==> src/rtl/periph_bus.sv <==
// ---------------------------------------------------------------------------
// periph_bus -- memory-mapped peripheral slave on the CPU data bus.
//
// Register map (word offset = addr[5:2]):
//   0 TH        timer reload value (RW)
//   1 TL        timer counter (RW)
//   2 TCON      [0] enable, [1] irq enable, [2] irq status (RW)
//   3 LED       LED output register (RW)
//   4 SWITCH    board switches (RO)
//   5 DIGI      digit-scan register (RW)
//   6 UART_TXD  transmit byte (WO, reads 0)
//   7 UART_RXD  last received byte (RO, read clears rx_full / rx_ovr)
//   8 UART_CON  [0] rx_full, [1] rx_ovr, [2] tx_pend, [3] tx_busy (RO)
//   other offsets read 0 and ignore writes.
//
// Ports:
//   clk, reset          system clock, synchronous active-high reset
//   rd, wr              read / write strobes (already qualified by addr[30])
//   addr, wdata         byte address (only [5:2] decoded), store data
//   rdata               combinational read data, 0 when rd is low
//   led, digi           output registers
//   switch              board switch input
//   irq                 registered timer interrupt request
//   rx_data, rx_valid   UART receiver byte + one-cycle valid pulse
//   tx_data, tx_start   UART transmitter byte + one-cycle start pulse
//   tx_busy             UART transmitter busy
//
// UART handshake: rx_valid is a one-cycle push with no back-pressure (a byte
// arriving while the buffer is full overwrites it and flags overrun).
// tx_start is a one-cycle launch issued only while tx_busy is low; tx_data is
// held until the next TXD write, the transmitter is expected to sample it
// on the tx_start cycle.
// ---------------------------------------------------------------------------
module periph_bus #(
  parameter int LED_W  = 8,
  parameter int SW_W   = 8,
  parameter int DIGI_W = 12
) (
  input  logic              clk,
  input  logic              reset,
  input  logic              rd,
  input  logic              wr,
  input  logic [31:0]       addr,
  input  logic [31:0]       wdata,
  output logic [31:0]       rdata,
  output logic [LED_W-1:0]  led,
  input  logic [SW_W-1:0]   switch,
  output logic [DIGI_W-1:0] digi,
  output logic              irq,
  input  logic [7:0]        rx_data,
  input  logic              rx_valid,
  output logic [7:0]        tx_data,
  output logic              tx_start,
  input  logic              tx_busy
);

  localparam logic [3:0] OFF_TH   = 4'd0;
  localparam logic [3:0] OFF_TL   = 4'd1;
  localparam logic [3:0] OFF_TCON = 4'd2;
  localparam logic [3:0] OFF_LED  = 4'd3;
  localparam logic [3:0] OFF_SW   = 4'd4;
  localparam logic [3:0] OFF_DIGI = 4'd5;
  localparam logic [3:0] OFF_TXD  = 4'd6;
  localparam logic [3:0] OFF_RXD  = 4'd7;
  localparam logic [3:0] OFF_CON  = 4'd8;

  // Address decode
  logic [3:0] off;
  logic       unused_addr;

  assign off         = addr[5:2];
  // Only the word offset is decoded; the remaining address bits are ignored.
  assign unused_addr = ^{addr[31:6], addr[1:0]};

  // State registers
  logic [31:0]       th_q, th_d;
  logic [31:0]       tl_q, tl_d;
  logic [2:0]        tcon_q, tcon_d;
  logic [LED_W-1:0]  led_q, led_d;
  logic [DIGI_W-1:0] digi_q, digi_d;
  logic              irq_q, irq_d;
  logic [7:0]        rxd_q, rxd_d;
  logic              rx_full_q, rx_full_d;
  logic              rx_ovr_q, rx_ovr_d;
  logic              tx_pend_q, tx_pend_d;
  logic [7:0]        tx_data_q, tx_data_d;
  logic              tx_start_q, tx_start_d;

  // Decoded strobes
  logic wr_th, wr_tl, wr_tcon, wr_led, wr_digi, wr_txd, rd_rxd;
  logic tl_wrap;
  logic tx_launch;

  assign wr_th   = wr && (off == OFF_TH);
  assign wr_tl   = wr && (off == OFF_TL);
  assign wr_tcon = wr && (off == OFF_TCON);
  assign wr_led  = wr && (off == OFF_LED);
  assign wr_digi = wr && (off == OFF_DIGI);
  assign wr_txd  = wr && (off == OFF_TXD);
  assign rd_rxd  = rd && (off == OFF_RXD);

  assign tl_wrap = tcon_q[0] && (tl_q == 32'hFFFF_FFFF);

  // A launch needs a pending byte, an idle transmitter, and no launch in the
  // previous cycle (tx_busy may lag tx_start by one cycle).
  assign tx_launch = tx_pend_q && !tx_busy && !tx_start_q;

  // -------------------------------------------------------------------------
  // Timer and output registers
  // -------------------------------------------------------------------------
  always_comb begin
    th_d   = th_q;
    tl_d   = tl_q;
    tcon_d = tcon_q;
    led_d  = led_q;
    digi_d = digi_q;

    if (tcon_q[0]) begin
      if (tl_wrap) begin
        tl_d = th_q;
        if (tcon_q[1]) begin
          tcon_d[2] = 1'b1;
        end
      end else begin
        tl_d = tl_q + 32'd1;
      end
    end

    // CPU writes are applied last so they override the timer update.
    if (wr_th) begin
      th_d = wdata;
    end
    if (wr_tl) begin
      tl_d = wdata;
    end
    if (wr_tcon) begin
      tcon_d = wdata[2:0];
    end
    if (wr_led) begin
      led_d = wdata[LED_W-1:0];
    end
    if (wr_digi) begin
      digi_d = wdata[DIGI_W-1:0];
    end

    // irq follows the TCON value being written, so it rises together with
    // the status bit and drops on the same edge a TCON write clears it.
    irq_d = tcon_d[1] & tcon_d[2];
  end

  // -------------------------------------------------------------------------
  // UART receive buffer
  // -------------------------------------------------------------------------
  always_comb begin
    rxd_d     = rxd_q;
    rx_full_d = rx_full_q;
    rx_ovr_d  = rx_ovr_q;

    if (rd_rxd) begin
      rx_full_d = 1'b0;
      rx_ovr_d  = 1'b0;
    end

    if (rx_valid) begin
      rxd_d     = rx_data;
      rx_full_d = 1'b1;
      // A byte arriving while the old one is being read is not an overrun.
      if (rx_full_q && !rd_rxd) begin
        rx_ovr_d = 1'b1;
      end
    end
  end

  // -------------------------------------------------------------------------
  // UART transmit buffer
  // -------------------------------------------------------------------------
  always_comb begin
    tx_data_d  = tx_data_q;
    tx_pend_d  = tx_pend_q;
    tx_start_d = tx_launch;

    if (tx_launch) begin
      tx_pend_d = 1'b0;
    end

    // A TXD write in a launch cycle keeps the new byte pending for a later
    // launch.
    if (wr_txd) begin
      tx_data_d = wdata[7:0];
      tx_pend_d = 1'b1;
    end
  end

  // -------------------------------------------------------------------------
  // Register update
  // -------------------------------------------------------------------------
  always_ff @(posedge clk) begin
    if (reset) begin
      th_q       <= '0;
      tl_q       <= '0;
      tcon_q     <= '0;
      led_q      <= '0;
      digi_q     <= '0;
      irq_q      <= 1'b0;
      rxd_q      <= '0;
      rx_full_q  <= 1'b0;
      rx_ovr_q   <= 1'b0;
      tx_pend_q  <= 1'b0;
      tx_data_q  <= '0;
      tx_start_q <= 1'b0;
    end else begin
      th_q       <= th_d;
      tl_q       <= tl_d;
      tcon_q     <= tcon_d;
      led_q      <= led_d;
      digi_q     <= digi_d;
      irq_q      <= irq_d;
      rxd_q      <= rxd_d;
      rx_full_q  <= rx_full_d;
      rx_ovr_q   <= rx_ovr_d;
      tx_pend_q  <= tx_pend_d;
      tx_data_q  <= tx_data_d;
      tx_start_q <= tx_start_d;
    end
  end

  // -------------------------------------------------------------------------
  // Read mux
  // -------------------------------------------------------------------------
  logic [31:0] rdata_sel;

  always_comb begin
    rdata_sel = '0;
    case (off)
      OFF_TH:   rdata_sel = th_q;
      OFF_TL:   rdata_sel = tl_q;
      OFF_TCON: rdata_sel = {29'd0, tcon_q};
      OFF_LED:  rdata_sel = 32'(led_q);
      OFF_SW:   rdata_sel = 32'(switch);
      OFF_DIGI: rdata_sel = 32'(digi_q);
      OFF_TXD:  rdata_sel = '0;
      OFF_RXD:  rdata_sel = {24'd0, rxd_q};
      OFF_CON:  rdata_sel = {28'd0, tx_busy, tx_pend_q, rx_ovr_q, rx_full_q};
      default:  rdata_sel = '0;
    endcase
  end

  assign rdata    = rd ? rdata_sel : 32'd0;
  assign led      = led_q;
  assign digi     = digi_q;
  assign irq      = irq_q;
  assign tx_data  = tx_data_q;
  assign tx_start = tx_start_q;

endmodule

==> config.mk <==
export PLATFORM = sky130hd
export DESIGN_NAME = periph_bus
export DESIGN_NICKNAME = d
export VERILOG_FILES = /design/src/rtl/periph_bus.sv
export SDC_FILE = /design/constraint.sdc
export NUM_CORES = 1
export LEC_CHECK = 0
export ABC_AREA = 1
export CAP_MARGIN = 40
export CORE_UTILIZATION = 50
export DETAILED_ROUTE_END_ITERATION = 8
export PLACE_DENSITY_LB_ADDON = 0.15
export SLEW_MARGIN = 0
export SYNTH_ARGS = -nofsm -noshare
export SYNTH_HDL_FRONTEND = slang
export SYNTH_SLANG_ARGS = --single-unit
==> constraint.sdc <==
create_clock -name clk -period 1.74 [get_ports clk]
set_input_delay 0.261 -clock clk [delete_from_list [all_inputs] [get_ports clk]]
set_output_delay 0.261 -clock clk [all_outputs]
set_load 0.02 [all_outputs]
* Word-level counts from Yosys, hierarchy flattened
Index checks and enable logic that the tools add are counted.
Widths: inputs -> output; s select.
** Storage, ports and cells
- Input port bits :: 86
- Output and inout port bits :: 62
- Register bits :: 108
** Cells by class
- Mux-type cells :: 16
- Add/subtract/negate cells :: 1
- Reductions and logical operators :: 18
- Eq/ne operators :: 9
- Bitwise operators :: 1
** Operators with widths (number)
- $pmux 32 s8 :: 1
- $mux 32 :: 4
- $add 32x1->32 const B :: 1
- $eq 32x32->1 const B :: 1
- $eq 4x3->1 const B :: 4
- $logic_and 1x1->1 :: 11
- $mux 1 :: 10
- $eq 4x2->1 const B :: 2
- $reduce_bool 2->1 :: 3
- $eq 4x1->1 const B :: 1
- $eq 4x4->1 const B :: 1
- $logic_not 4->1 :: 1
- $logic_not 1->1 :: 3
- $mux 3 :: 1
- $and 1x1->1 :: 1

* Logic depth before layout (Yosys ltp)
- Depth in word-level cells :: 6
- Depth in mapped cells :: 11
- Mapped depth without buffers :: 11

* Worst setup path after synthesis
No wires, ideal clock.
- Path type :: input to output
- From :: in addr[2]
- To :: out rdata[2]
- Arrival :: 1.498 ns
- Required time :: 1.479 ns
- Setup slack :: -0.019 ns
- Stages :: 7
- Buffers on the path :: 2
- Cells stage by stage :: buf_2 > nor2_4 > nand2_1 > buf_2 > o22ai_1 > nor2_1 > a31oi_1
** On the way
- Longest elaborated chain between the ends :: 3
- Elaborated cells on any way between the ends :: 10
- Classes of those cells :: eq/ne: 7; mux: 2; reduce/logical: 1
** Ends and longest elaborated chain
- start, declared :: RTL line 43 : input logic [31:0] addr,
- $eq 4x4->1 (tied with other cells) :: RTL line 234 : case (off)
- $pmux 32 s8 (*) :: RTL line 234
- $mux 32 (*) :: RTL line 248 : assign rdata = rd ? rdata_sel : 32'd0;
- end, declared :: RTL line 45 : output logic [31:0] rdata,
Mark *: on every way between the ends. The rest lies on a longest branch, timed or not.

* Final worst setup path
- From :: reg tl_q[1]
- To :: reg tl_q[28]
** On the way
- Longest elaborated chain between the ends :: 5
- Elaborated cells on any way between the ends :: 6
- Classes of those cells :: add/sub: 1; eq/ne: 1; mux: 3; reduce/logical: 1
** Ends and longest elaborated chain
- start, declared :: RTL line 77 : logic [31:0] tl_q, tl_d;
- start signal, assigned :: RTL line 213 : tl_q <= tl_d;
- parallel branches: the longest is 2 deep, another holds $add 32x1->32
- $mux 32 (*) :: RTL line 119 : if (tl_wrap) begin
- $mux 32 (*) :: RTL line 118 : if (tcon_q[0]) begin
- $mux 32 (*) :: RTL line 133 : if (wr_tl) begin
Mark *: on every way between the ends. The select of a mux whose other input is x is not followed.
A chain may end at the register's enable or synchronous reset.

==> results.yml <==
critical_path:
  cp_max_fo: 4
  critPathRequiredTime_ns: 1.97
  cp_data_arrival_time_ns: 1.99
  crit_type: "register to register"
  cp_cell_sequence: "ha_4, nand2_4, nor2_4, nand2_4, buf_4, nor2_1, buf_4, nand2_1, nand2_1, nand3_2, nand2_2, a21oi_2"
  cpMaxStageDelayCell: "dfxtp_4"
  slowest_delay_ns: 0.37
  critical-path-top-delay-family: "simple AND/OR/NAND/NOR gates"
  startpoint_type: "register"
  critPathCaptureType: "register"
  cp_num_buf_inv: 2
finish:
  fin_nets: 1303
  diodes: 0
  area_delta_synth_final_pct: 41.2
  drive_above_1_share_pct: 20.4
  fin_util_pct: 72.3
timing:
  postLayoutSetupSlackWorst_ns: -0.0250
  maxSlewViolCount: 0
  period_share_pct: 101
  setup_viol: 4
  finalSetupTns_ns: -0.0548
  relSlewSlack_pct: 60.5
  fin_crit_ns: 1.76
  worst_pin_slew_ns: 0.592
  fmax_mhz: 567
  hold_viol: 0
  whs_ns: 0.470
  finClkSkew_ns: 0.00739
  rsz0062_at_grt: "yes"
cts:
  max-clock-path-buffers: 2
  clk_pin_slew_ns: 0.07
  cts_tree: "done"
  clkSinkCount: 108
  cts-root-buf: "clkbuf_16"
  insertion_delay_ns: 0.36
  htreeDepth: 3
  numCtsBuffers: 9
route:
  drtIter0Drc: 783
  first_pass_iters: 7
  detail_route.wl_per_cell_um: 16.3
  drc: 0
  vias: 7662
  wl_mm: 22.7
  antenna_left: 0
  viasPerCell: 5.50
status:
  status: "finished, violations left"
  violations: "negative setup slack"
synth:
  synthMuxAreaShare_pct: 0
  synthCells: 1039
  synth-compound-area-share_pct: 18.9
  ys_ff_latch: 108
  synth_top_family_by_area: "simple AND/OR/NAND/NOR gates"
  yosys.area.top_type: "dfxtp_1"
  avgSynthCellArea_um2: 6.20
  synth_xor_area_share_pct: 0.680
  yosys_warnings: 0
  synth-simple-area-share_pct: 33.6
  synth_common_cells: "nand2_1, inv_1, nor2_1"
  synth_top_cell_area_share_pct: 33.6
  synth_fa_ha_area_share_pct: 0.194
  ys_types: 35
  synth_area_um2: 6440
  yosysMostFrequentCell: "nand2_1"
  synth-edff-count: 0
  ys.flop_type: "dfxtp_1"
  seq_area_frac_synth_pct: 33.6
  synth_area_leaders: "dfxtp_1, nand2_1, inv_1"
  synthArstFlopShare_pct: 0
  syn_nets: 1126
die:
  start_util_pct: 51.2
  pin_count: 148
  fp.dieW_um: 115
  rows: 41
  die_area_um2: 13300
  die_h_um: 115
  fp.coreArea_um2: 12600
power_and_ir_drop:
  power_density_nw_per_um2: 574
  pwr-share-clk_pct: 37.9
  p_seq_share_pct: 49.3
  power_frac_comb_pct: 12.8
  p_int_w: 0.00381
  totalPowerFinal_w: 0.00522
  switching_share_pct: 26.9
  ir_worst_vdd_uv: 529
  switchingPower_w: 0.00141
  p_leak_nw: 3.63
flow_run:
  drv_cap: 0
placement:
  place_ws_ns: -0.822
  gp_congestion: 0.956
  dp_hpwl_mm: 15.7
  port_buffers: 119
global_routing:
  antenna_found_initial: 0
  grt_max_degree: 48
  gr-total-overflow: 0
  grt_pass1_wl_mm: 35.1
  track_usage_pct: 34.0
  grt_pass1_vias: 7059
worst_hold_path:
  worst_hold_path_type: "register to register"
final timing paths:
kind / from / end / slack [ns] / cells after the start
worst max-delay path: tl_q[1] / tl_q[28] / -0.02 / 12
worst max register to register: tl_q[1] / tl_q[28] / -0.02 / 12
worst min register to register: th_q[28] / th_q[28] / 0.47 / 2
worst min-delay path: th_q[28] / th_q[28] / 0.47 / 2
power groups by stage:
stage | clock (W) | combinational [W] | sequential, W
2_1_floorplan | 0 | 0.000252 | 0.00263
3_3_place_gp | 0 | 0.000613 | 0.00263
3_5_place_dp | 0 | 0.000619 | 0.00263
4_1_cts | 0.00197 | 0.000638 | 0.00257
5_1_grt | 0.00206 | 0.000720 | 0.00258
6_report | 0.00198 | 0.000667 | 0.00257
per-stage QoR:
step / instances / instance area [µm²]
floorplan: 1039 / 6440
global placement: 1362 / 8450
detailed placement: 1362 / 8450
CTS: 1383 / 8700
global route: 1392 / 9090
finish: 1392 / 9090
repair_timing:
item	CTS	global route
buffers inserted	4	5
cloned	2	4
hold buffers	0	0
gates resized for setup	175	80
endpoints found under the setup margin	64	66
pin swaps	7	30
layout make-up:
class / count / area [µm²]
clock buffers: 10 / 229
clock inverters: 5 / 36.3
fillers: 1102 / 3480
inverters: 149 / 564
multi-input cells: 725 / 3710
flip-flops and latches: 108 / 2180
well taps: 172 / 215
repair buffers: 223 / 2150
sequential cells by signal (all words and copies together), names as in the netlist:
signal	count
tx_pend_q	1
irq	1
tx_start	1
rx_full_q	1
tl_q	32
led	8
tcon_q	3
rx_ovr_q	1
rxd_q	8
th_q	32
tx_data	8
digi	12
cells by family after synthesis:
kind of cell	after synthesis
AOI/OAI and AO/OA	232
xor gates and xnor gates	5
adders and majority gates	1
buffers and inverters	206
DFF	108
and+or+nand+nor	487
layout by cell type, fill, tap and decap left out, types with 3 or more instances in the layout:
cell             Yosys  routed
nand2_1            214     200
inv_1              140     136
nor2_1             116     110
o21ai_0            104     104
dfxtp_1            108      98
a21oi_1            102      93
nand3_1            104      85
buf_4                2      85
clkdlybuf4s50_1      0      83
nand4_1             35      35
buf_2               28      23
nand3_2              0      19
buf_12               0      17
nand2_2              2      12
clkbuf_16            0      12
o22ai_1             12      11
buf_6                3      11
nor2_4               5       9
inv_2                7       9
a21oi_2              0       9
dfxtp_2              0       8
nand2_4              1       5
nor2_2               3       5
xor2_1               5       5
o221ai_1             4       4
a211oi_2             0       3
inv_6                0       3
per-layer routing:
| layer | part of all wire [%] | GRT usage [%] |
|---|---|---|
| met5 | 0 | 0 |
| met3 | 6.8 | 4.86 |
| met2 | 48 | 56.1 |
| met4 | 3.8 | 19.2 |
| met1 | 41 | 42.6 |
worst min-delay path: stages, from the launching register on:
cell and delay (ns):
dfxtp_1 0.31, inv_1 0.06, a21oi_1 0.05
(Power assumes the default switching activity.)
